### config.mk
export PLATFORM = sky130hd
export DESIGN_NAME = sacache2
export DESIGN_NICKNAME = d
export VERILOG_FILES = /design/src/rtl/sacache2.sv
export SDC_FILE = /design/constraint.sdc
export NUM_CORES = 1
export LEC_CHECK = 0
export BUFFER_PORTS_ARGS = -buffer_cell sky130_fd_sc_hd__buf_4
export CORE_ASPECT_RATIO = 1.5
export CORE_MARGIN = 2
export CORE_UTILIZATION = 45
export DETAILED_ROUTE_END_ITERATION = 8
export PLACE_DENSITY = 0.65
export SLEW_MARGIN = 30
export SYNTH_ARGS = -nofsm -noshare
export SYNTH_HDL_FRONTEND = slang
export SYNTH_SLANG_ARGS = --single-unit
### constraint.sdc
create_clock -name clk -period 5.06 [get_ports clk]
set_input_delay 0.253 -clock clk [delete_from_list [all_inputs] [get_ports clk]]
set_output_delay 0.253 -clock clk [all_outputs]
set_load 0.05 [all_outputs]
### src/rtl/sacache2.sv
// Two-way set-associative cache with true-LRU replacement, two registered read
// ports, one insert port and a registered eviction report for displaced lines.
module sacache2 #(
  parameter int SETBITS = 2,
  parameter int DWIDTH  = 16
) (
  input  logic              clk,
  input  logic              rst,
  input  logic [15:0]       raddr0,
  input  logic              re0,
  output logic [DWIDTH-1:0] data_out0,
  output logic              valid0,
  input  logic [15:0]       raddr1,
  input  logic              re1,
  output logic [DWIDTH-1:0] data_out1,
  output logic              valid1,
  input  logic [15:0]       insert_adr,
  input  logic [DWIDTH-1:0] data_in,
  input  logic              valid_in,
  output logic [15:0]       evicted_adr,
  output logic [DWIDTH-1:0] evicted_data,
  output logic              evicted_valid
);

  localparam int SETS = 1 << SETBITS;
  localparam int TW   = 16 - SETBITS;

  logic [1:0]        val_q [SETS];
  logic [TW-1:0]     tag_q [SETS][2];
  logic [DWIDTH-1:0] dat_q [SETS][2];
  logic [SETS-1:0]   lru_q, lru_d;

  logic [15:0]        raddr [2];
  logic               re    [2];
  logic [SETBITS-1:0] rset  [2];
  logic               hit   [2];
  logic               hway  [2];

  assign raddr[0] = raddr0;
  assign raddr[1] = raddr1;
  assign re[0]    = re0;
  assign re[1]    = re1;

  // Read stage: lookup against pre-edge array contents, result registered.
  for (genvar p = 0; p < 2; p++) begin : g_port
    logic [TW-1:0]     tag;
    logic              m0, m1;
    logic              vld_q;
    logic [DWIDTH-1:0] rdat_q;

    assign rset[p]  = raddr[p][SETBITS-1:0];
    assign tag      = raddr[p][15:SETBITS];
    assign m0       = val_q[rset[p]][0] && (tag_q[rset[p]][0] == tag);
    assign m1       = val_q[rset[p]][1] && (tag_q[rset[p]][1] == tag);
    assign hit[p]   = re[p] && (m0 || m1);
    assign hway[p]  = !m0;

    always_ff @(posedge clk) begin
      if (rst) begin
        vld_q  <= 1'b0;
        rdat_q <= '0;
      end else begin
        vld_q <= hit[p];
        if (hit[p]) rdat_q <= dat_q[rset[p]][hway[p]];
      end
    end
  end

  assign valid0    = g_port[0].vld_q;
  assign data_out0 = g_port[0].rdat_q;
  assign valid1    = g_port[1].vld_q;
  assign data_out1 = g_port[1].rdat_q;

  logic [SETBITS-1:0] iset;
  logic [TW-1:0]      itag;
  logic               ip0, ip1, iway, ievict;

  assign iset = insert_adr[SETBITS-1:0];
  assign itag = insert_adr[15:SETBITS];

  // Way selection: existing tag, then free way (way 0 first), then LRU victim.
  always_comb begin
    iway   = 1'b0;
    ievict = 1'b0;
    ip0    = val_q[iset][0] && (tag_q[iset][0] == itag);
    ip1    = val_q[iset][1] && (tag_q[iset][1] == itag);
    if (ip0)                  iway = 1'b0;
    else if (ip1)             iway = 1'b1;
    else if (!val_q[iset][0]) iway = 1'b0;
    else if (!val_q[iset][1]) iway = 1'b1;
    else begin
      iway   = lru_q[iset];
      ievict = 1'b1;
    end
  end

  // Later events to the same set override earlier ones: port 0, port 1, insert.
  always_comb begin
    lru_d = lru_q;
    if (hit[0])   lru_d[rset[0]] = ~hway[0];
    if (hit[1])   lru_d[rset[1]] = ~hway[1];
    if (valid_in) lru_d[iset]    = ~iway;
  end

  always_ff @(posedge clk) begin
    if (rst) begin
      for (int s = 0; s < SETS; s++) val_q[s] <= '0;
      lru_q <= '0;
    end else begin
      lru_q <= lru_d;
      if (valid_in) val_q[iset][iway] <= 1'b1;
    end
  end

  always_ff @(posedge clk) begin
    if (!rst && valid_in) begin
      tag_q[iset][iway] <= itag;
      dat_q[iset][iway] <= data_in;
    end
  end

  logic              evv_q;
  logic [15:0]       eva_q;
  logic [DWIDTH-1:0] evd_q;

  always_ff @(posedge clk) begin
    if (rst) begin
      evv_q <= 1'b0;
      eva_q <= '0;
      evd_q <= '0;
    end else begin
      evv_q <= valid_in && ievict;
      if (valid_in && ievict) begin
        eva_q <= {tag_q[iset][iway], iset};
        evd_q <= dat_q[iset][iway];
      end
    end
  end

  assign evicted_valid = evv_q;
  assign evicted_adr   = eva_q;
  assign evicted_data  = evd_q;

endmodule

==> impl_metrics.yaml, run 1 <==
min_path:
  hold_class: "input port to flip-flop"
  whs_path_depth: 1
clock_tree:
  cts_buffers: 34
  insertion_delay_ns: 0.53
  clk_pin_slew_worst_paths_ns: 0.06
  clock-root-buffer: "clkbuf_16"
  htree_levels: 2
  ctsResizeCount: 0
  cts.sinks: 319
  cts_tree: "built"
  clk_path_buf_depth: 3
die:
  core_um2: 37600
  start_util: 0.456
  floorplan.rows: 87
  die_y_um: 243
  die_w_um: 163
  die_area_um2: 39600
  io_pins: 136
routing:
  wirelength_mm: 48.0
  drtIter0Drc: 851
  drc: 0
  dr_total_vias: 10778
  wl_per_cell_um: 27.3
  vias_per_cell: 6.13
  first_pass_iters: 5
  drtAntennaViolNets: 0
synth:
  ys_ff_latch: 319
  ys_top_cells_by_area: "edfxtp_1, mux4_2, dfxtp_1, mux2i_1, mux2_2"
  postSynthAreaPerCell_um2: 15.7
  yosysTopAreaCell: "edfxtp_1"
  netlist_top_cells_count: "edfxtp_1, mux4_2, mux2i_1"
  synth-edff-count: 248
  synth_area_um2: 17100
  synth-main-ff-cell: "edfxtp_1"
  synthCells: 1092
  netlist.area_leader.share: 0.435
  synthDistinctLibCells: 62
  synth.most_common_cell: "edfxtp_1"
  seq_area_frac_synth: 0.518
  async_reset_ff_frac: 0
  yosysWarnings: 0
  syn-num-nets: 1161
sta:
  drv_slew: 0
  post-route-period-util: 0.755
  layout_min_cycle_time_ns: 3.82
  max_freq_mhz: 262
  setup_viol: 0
  fin_worst_skew_ns: 0.0182
  relSlewSlack: 0.435
  hold_viol_final: 0
  rsz0062_at_grt: "no"
  setup-tns-final_ns: 0
  worst_pin_slew_ns: 0.847
worst_setup_path:
  worstPathRequired_ns: 5.28
  start_kind: "input port"
  cp_slowest_stage_delay_ns: 0.56
  critPathArrivalTime_ns: 4.04
  worst_path_dominant_cell_family: "buffers and inverters"
  critPathBufInv: 4
  cp_cell_sequence: "buf_4, buf_4, mux4_2, xnor2_1, nand4_1, nor4_1, a21oi_1, or3_1, inv_1, buf_12"
  slowest_stage: "mux4_2"
  reg2reg_depth: 8
  cp.depth: 10
  cp_max_fo: 33
  worstSetupPathType: "input port to flip-flop"
  crit_top_cell: "buf_4"
  endpoint_kind: "flip-flop"
pwr:
  total_power_uw: 6080
  ir_drop_v: 0.000264
  power_leakage_uw: 0.00728
  powerDensity_nw_per_um2: 304
placed_design:
  portBuffers: 135
  place_inst: 1673
  place_area_um2: 18700
  routabilityCongestion: 0.936
  dp_hpwl_mm: 32.5
global_route:
  grt_overflow: 0
  grt_max_degree: 64
  antenna_found_initial: 0
  grt_pass1_wl_mm: 71.2
  grt_usage: 0.246
  grt_pass1_vias: 11087
finish:
  syn_to_final_growth_pct: 16.8
  fin_nets: 1314
  final_cells: 1759
  diodes: 0
  final_area_um2: 20000
  drive_above_1_share: 0.356
outcome:
  outcome: "complete, no violations"
flow_run:
  drv_cap: 0
-- repair_timing --
item                       4_1_cts  5_1_grt
setup buffers                    0        0
setup endpoints to repair        0        0
hold buffers                    25        0
hold endpoints to repair       188        0
-- area by class of cell --
type / instances / area [µm²]
clock buffer: 44 / 941
clock inverter: 17 / 123
fill: 3146 / 17600
inverter: 17 / 63.8
multi-input combinational: 680 / 7790
sequential: 319 / 8870
tap: 489 / 612
timing repair buffer: 193 / 1590
-- layout by cell type (no fill, tap or decap), types with 18 or more instances in the layout --
cell type / netlist / routed
mux4_2: 152 / 152
edfxtp_1: 248 / 248
xnor2_1: 79 / 79
dlygate4sd3_1: 0 / 25
buf_4: 9 / 160
nor2_1: 79 / 79
mux2_2: 63 / 63
nand4_1: 18 / 18
mux2i_1: 115 / 115
dfxtp_1: 71 / 71
clkbuf_16: 0 / 36
-- metrics by stage --
stage	setup WS (ns)	util	hold slack [ns]
after floorplan	0.318	-	0.352
after detailed placement	0.748	0.497	0.462
final	1.24	0.532	0.0264
after global placement	0.787	0.496	0.449
after global routing	1.04	0.532	0.0159
after CTS	1.30	0.532	0.00319
-- cells by family after synthesis --
group           after synthesis  share of synthesized area
simple gates                176                     0.0519
flops                       319                      0.518
compound gates               73                     0.0311
xor+xnor                     93                     0.0476
mux                         338                      0.321
buf+inv                      93                     0.0302
-- state kept, by name, summed over array words and instances (netlist names) --
register / flops
dat_q: 128
valid0: 1
tag_q: 112
valid1: 1
evicted_valid: 1
data_out1: 16
evicted_adr: 16
evicted_data: 16
data_out0: 16
lru_q: 4
val_q: 8
-- path summary, 6_finish.rpt --
check	startpoint	to	slack, ns
max	insert_adr[0]	tag_q[2][27]	1.24
min	insert_adr[9]	tag_q[2][21]	0.03
max reg2reg	tag_q[2][24]	tag_q[2][27]	1.40
min reg2reg	data_out0[6]	data_out0[6]	0.46
-- per-layer routing --
layer,part of all wire,wire length (µm),track usage,vias to the layer above
met4,0.045,2170,0.110,0
met1,0.37,17500,0.297,5538
met5,0,0,0,-
li1,-,-,-,4690
met2,0.53,25600,0.439,444
met3,0.057,2740,0.0284,106
-- power breakdown --
part	switching [µW]	internal, µW	leakage (µW)
clock network	1040	1380	0.000518
logic	430	343	0.00394
registers	28.8	2870	0.00282
Power figures use the tool's default switching activity.
==> run 2: changes to the inputs <==
- clock period: 5.06 -> 3.15 ns (I/O delays scaled with it)
==> impl_metrics.yaml, run 2 (synthesized netlist as in run 1, its figures left out) <==
outcome:
  outcome: "complete, no violations"
die:
  floorplan.rows: 87
  start_util: 0.456
  die_y_um: 243
  die_area_um2: 39600
  io_pins: 136
  core_um2: 37600
  die_w_um: 163
worst_setup_path:
  endpoint_kind: "flip-flop"
  start_kind: "flip-flop"
  critPathLaunch: "tag_q[1][18]"
  worstSetupPathType: "flip-flop to flip-flop"
  r2r-start: "tag_q[1][18]"
  crit_top_cell: "buf_4"
  cp_cell_sequence: "mux4_2, xnor2_2, buf_4, nand4_1, nor4_2, buf_4, a21oi_1, buf_4, or3_4, clkinvlp_4, clkbuf_16"
  cp_slowest_stage_delay_ns: 0.54
  cp_max_fo: 5
  slowest_stage: "mux4_2"
  worstPathRequired_ns: 3.45
  critPathArrivalTime_ns: 3.34
routing:
  drtAntennaViolNets: 0
  vias_per_cell: 6.01
  drc: 0
  dr_total_vias: 11063
  wl_per_cell_um: 27.0
  wirelength_mm: 49.8
  first_pass_iters: 7
  drtIter0Drc: 844
clock_tree:
  clk_path_buf_depth: 3
  htree_levels: 1
  clock-root-buffer: "clkbuf_16"
  clk_pin_slew_worst_paths_ns: 0.07
  insertion_delay_ns: 0.58
  cts_buffers: 30
  cts.sinks: 319
  cts_tree: "built"
sta:
  setup_viol: 0
  rsz0062_at_grt: "no"
  layout_min_cycle_time_ns: 3.04
  worst_pin_slew_ns: 0.829
  setup-tns-final_ns: 0
  relSlewSlack: 0.448
  fin_ws_ns: 0.108
  drv_slew: 0
  fin_worst_skew_ns: 0.0163
  hold_viol_final: 0
  max_freq_mhz: 329
  post-route-period-util: 0.966
finish:
  fin_util: 0.558
  syn_to_final_growth_pct: 22.3
  drive_above_1_share: 0.404
  largest_register: "dat_q"
  fin_nets: 1399
  seqCellArea_um2: 8870
  reg.largest.list: "dat_q (128), tag_q (112)"
  multi_input_area_um2: 7850
  diodes: 0
  n_fill_cell: 3056
  final_cells: 1842
  layout.cells.most_common: "edfxtp_1"
  layout_common_cells: "edfxtp_1, buf_4, mux4_2"
  largest_reg_flops: 128
flow_run:
  drv_cap: 0
pwr:
  powerDensity_nw_per_um2: 475
  power_leakage_uw: 0.00780
  ir_drop_v: 0.000484
global_route:
  grt_pass1_wl_mm: 73.9
  antenna_found_initial: 0
  grt_overflow: 0
  grt_max_degree: 63
  grt_pass1_vias: 11512
  grt_usage: 0.255
min_path:
  hold_class: "input port to flip-flop"
  hold_start: "valid_in"
placed_design:
  place_inst: 1753
  portBuffers: 135
  pre_cts_ws_ns: -0.233
  routabilityCongestion: 0.986
  dp_hpwl_mm: 35.4
[run 2: report_power, final]
part	total [µW]	leakage [µW]	switching (µW)	internal (µW)
Clock	3930	0.000512	1640	2290
Combinational	1370	0.00447	723	642
Sequential	4650	0.00282	43.9	4600
Total	9940	0.00780	2410	7530
[run 2: repair_timing]
item                                    in CTS  in global routing
gates resized for setup                      0                  8
endpoints found under the hold margin      240                  0
hold buffers                                30                  0
endpoints found under the setup margin       0                199
setup buffers                                0                  2
[run 2: metal layers]
layer / vias up / track usage / part of all wire
met5: - / 0 / 0
met1: 5634 / 0.300 / 0.35
met4: 0 / 0.132 / 0.058
met3: 117 / 0.0292 / 0.059
met2: 437 / 0.454 / 0.53
li1: 4875 / - / -
[run 2: path summary, 6_finish.rpt]
kind | end | slack (ns) | cells after the start
worst max register to register | tag_q[2][21] | 0.11 | 11
worst max-delay path | tag_q[2][21] | 0.11 | 11
worst min-delay path | val_q[3][1] | 0.05 | 2
worst min register to register | data_out0[6] | 0.46 | 2
[run 2: worst max-delay path: cells and delay by family (launching register included)]
family / cells / cell delay, ns
buffers and inverters: 5 / 0.83
and+or+nand+nor: 3 / 0.78
muxes: 1 / 0.54
DFF: 1 / 0.43
xor gates and xnor gates: 1 / 0.15
AOI/OAI and AO/OA: 1 / 0.04
[run 2: area by class of cell]
type,instances,share of cell area
inverter,17,0.00335
tap,489,0.0292
timing repair buffer,282,0.118
clock inverter,21,0.0130
sequential,319,0.424
clock buffer,34,0.0376
multi-input combinational,680,0.375
[run 2: through the flow]
step / total power [µW] / hold WS, ns / instance area, µm²
2_1_floorplan: 5530 / 0.256 / 17200
6_report: 9940 / 0.0459 / 20900
4_1_cts: 10000 / 0.00884 / 20800
3_5_place_dp: 6060 / 0.395 / 19500
5_1_grt: 10300 / 0.0294 / 20900
3_3_place_gp: 6050 / 0.389 / 19500
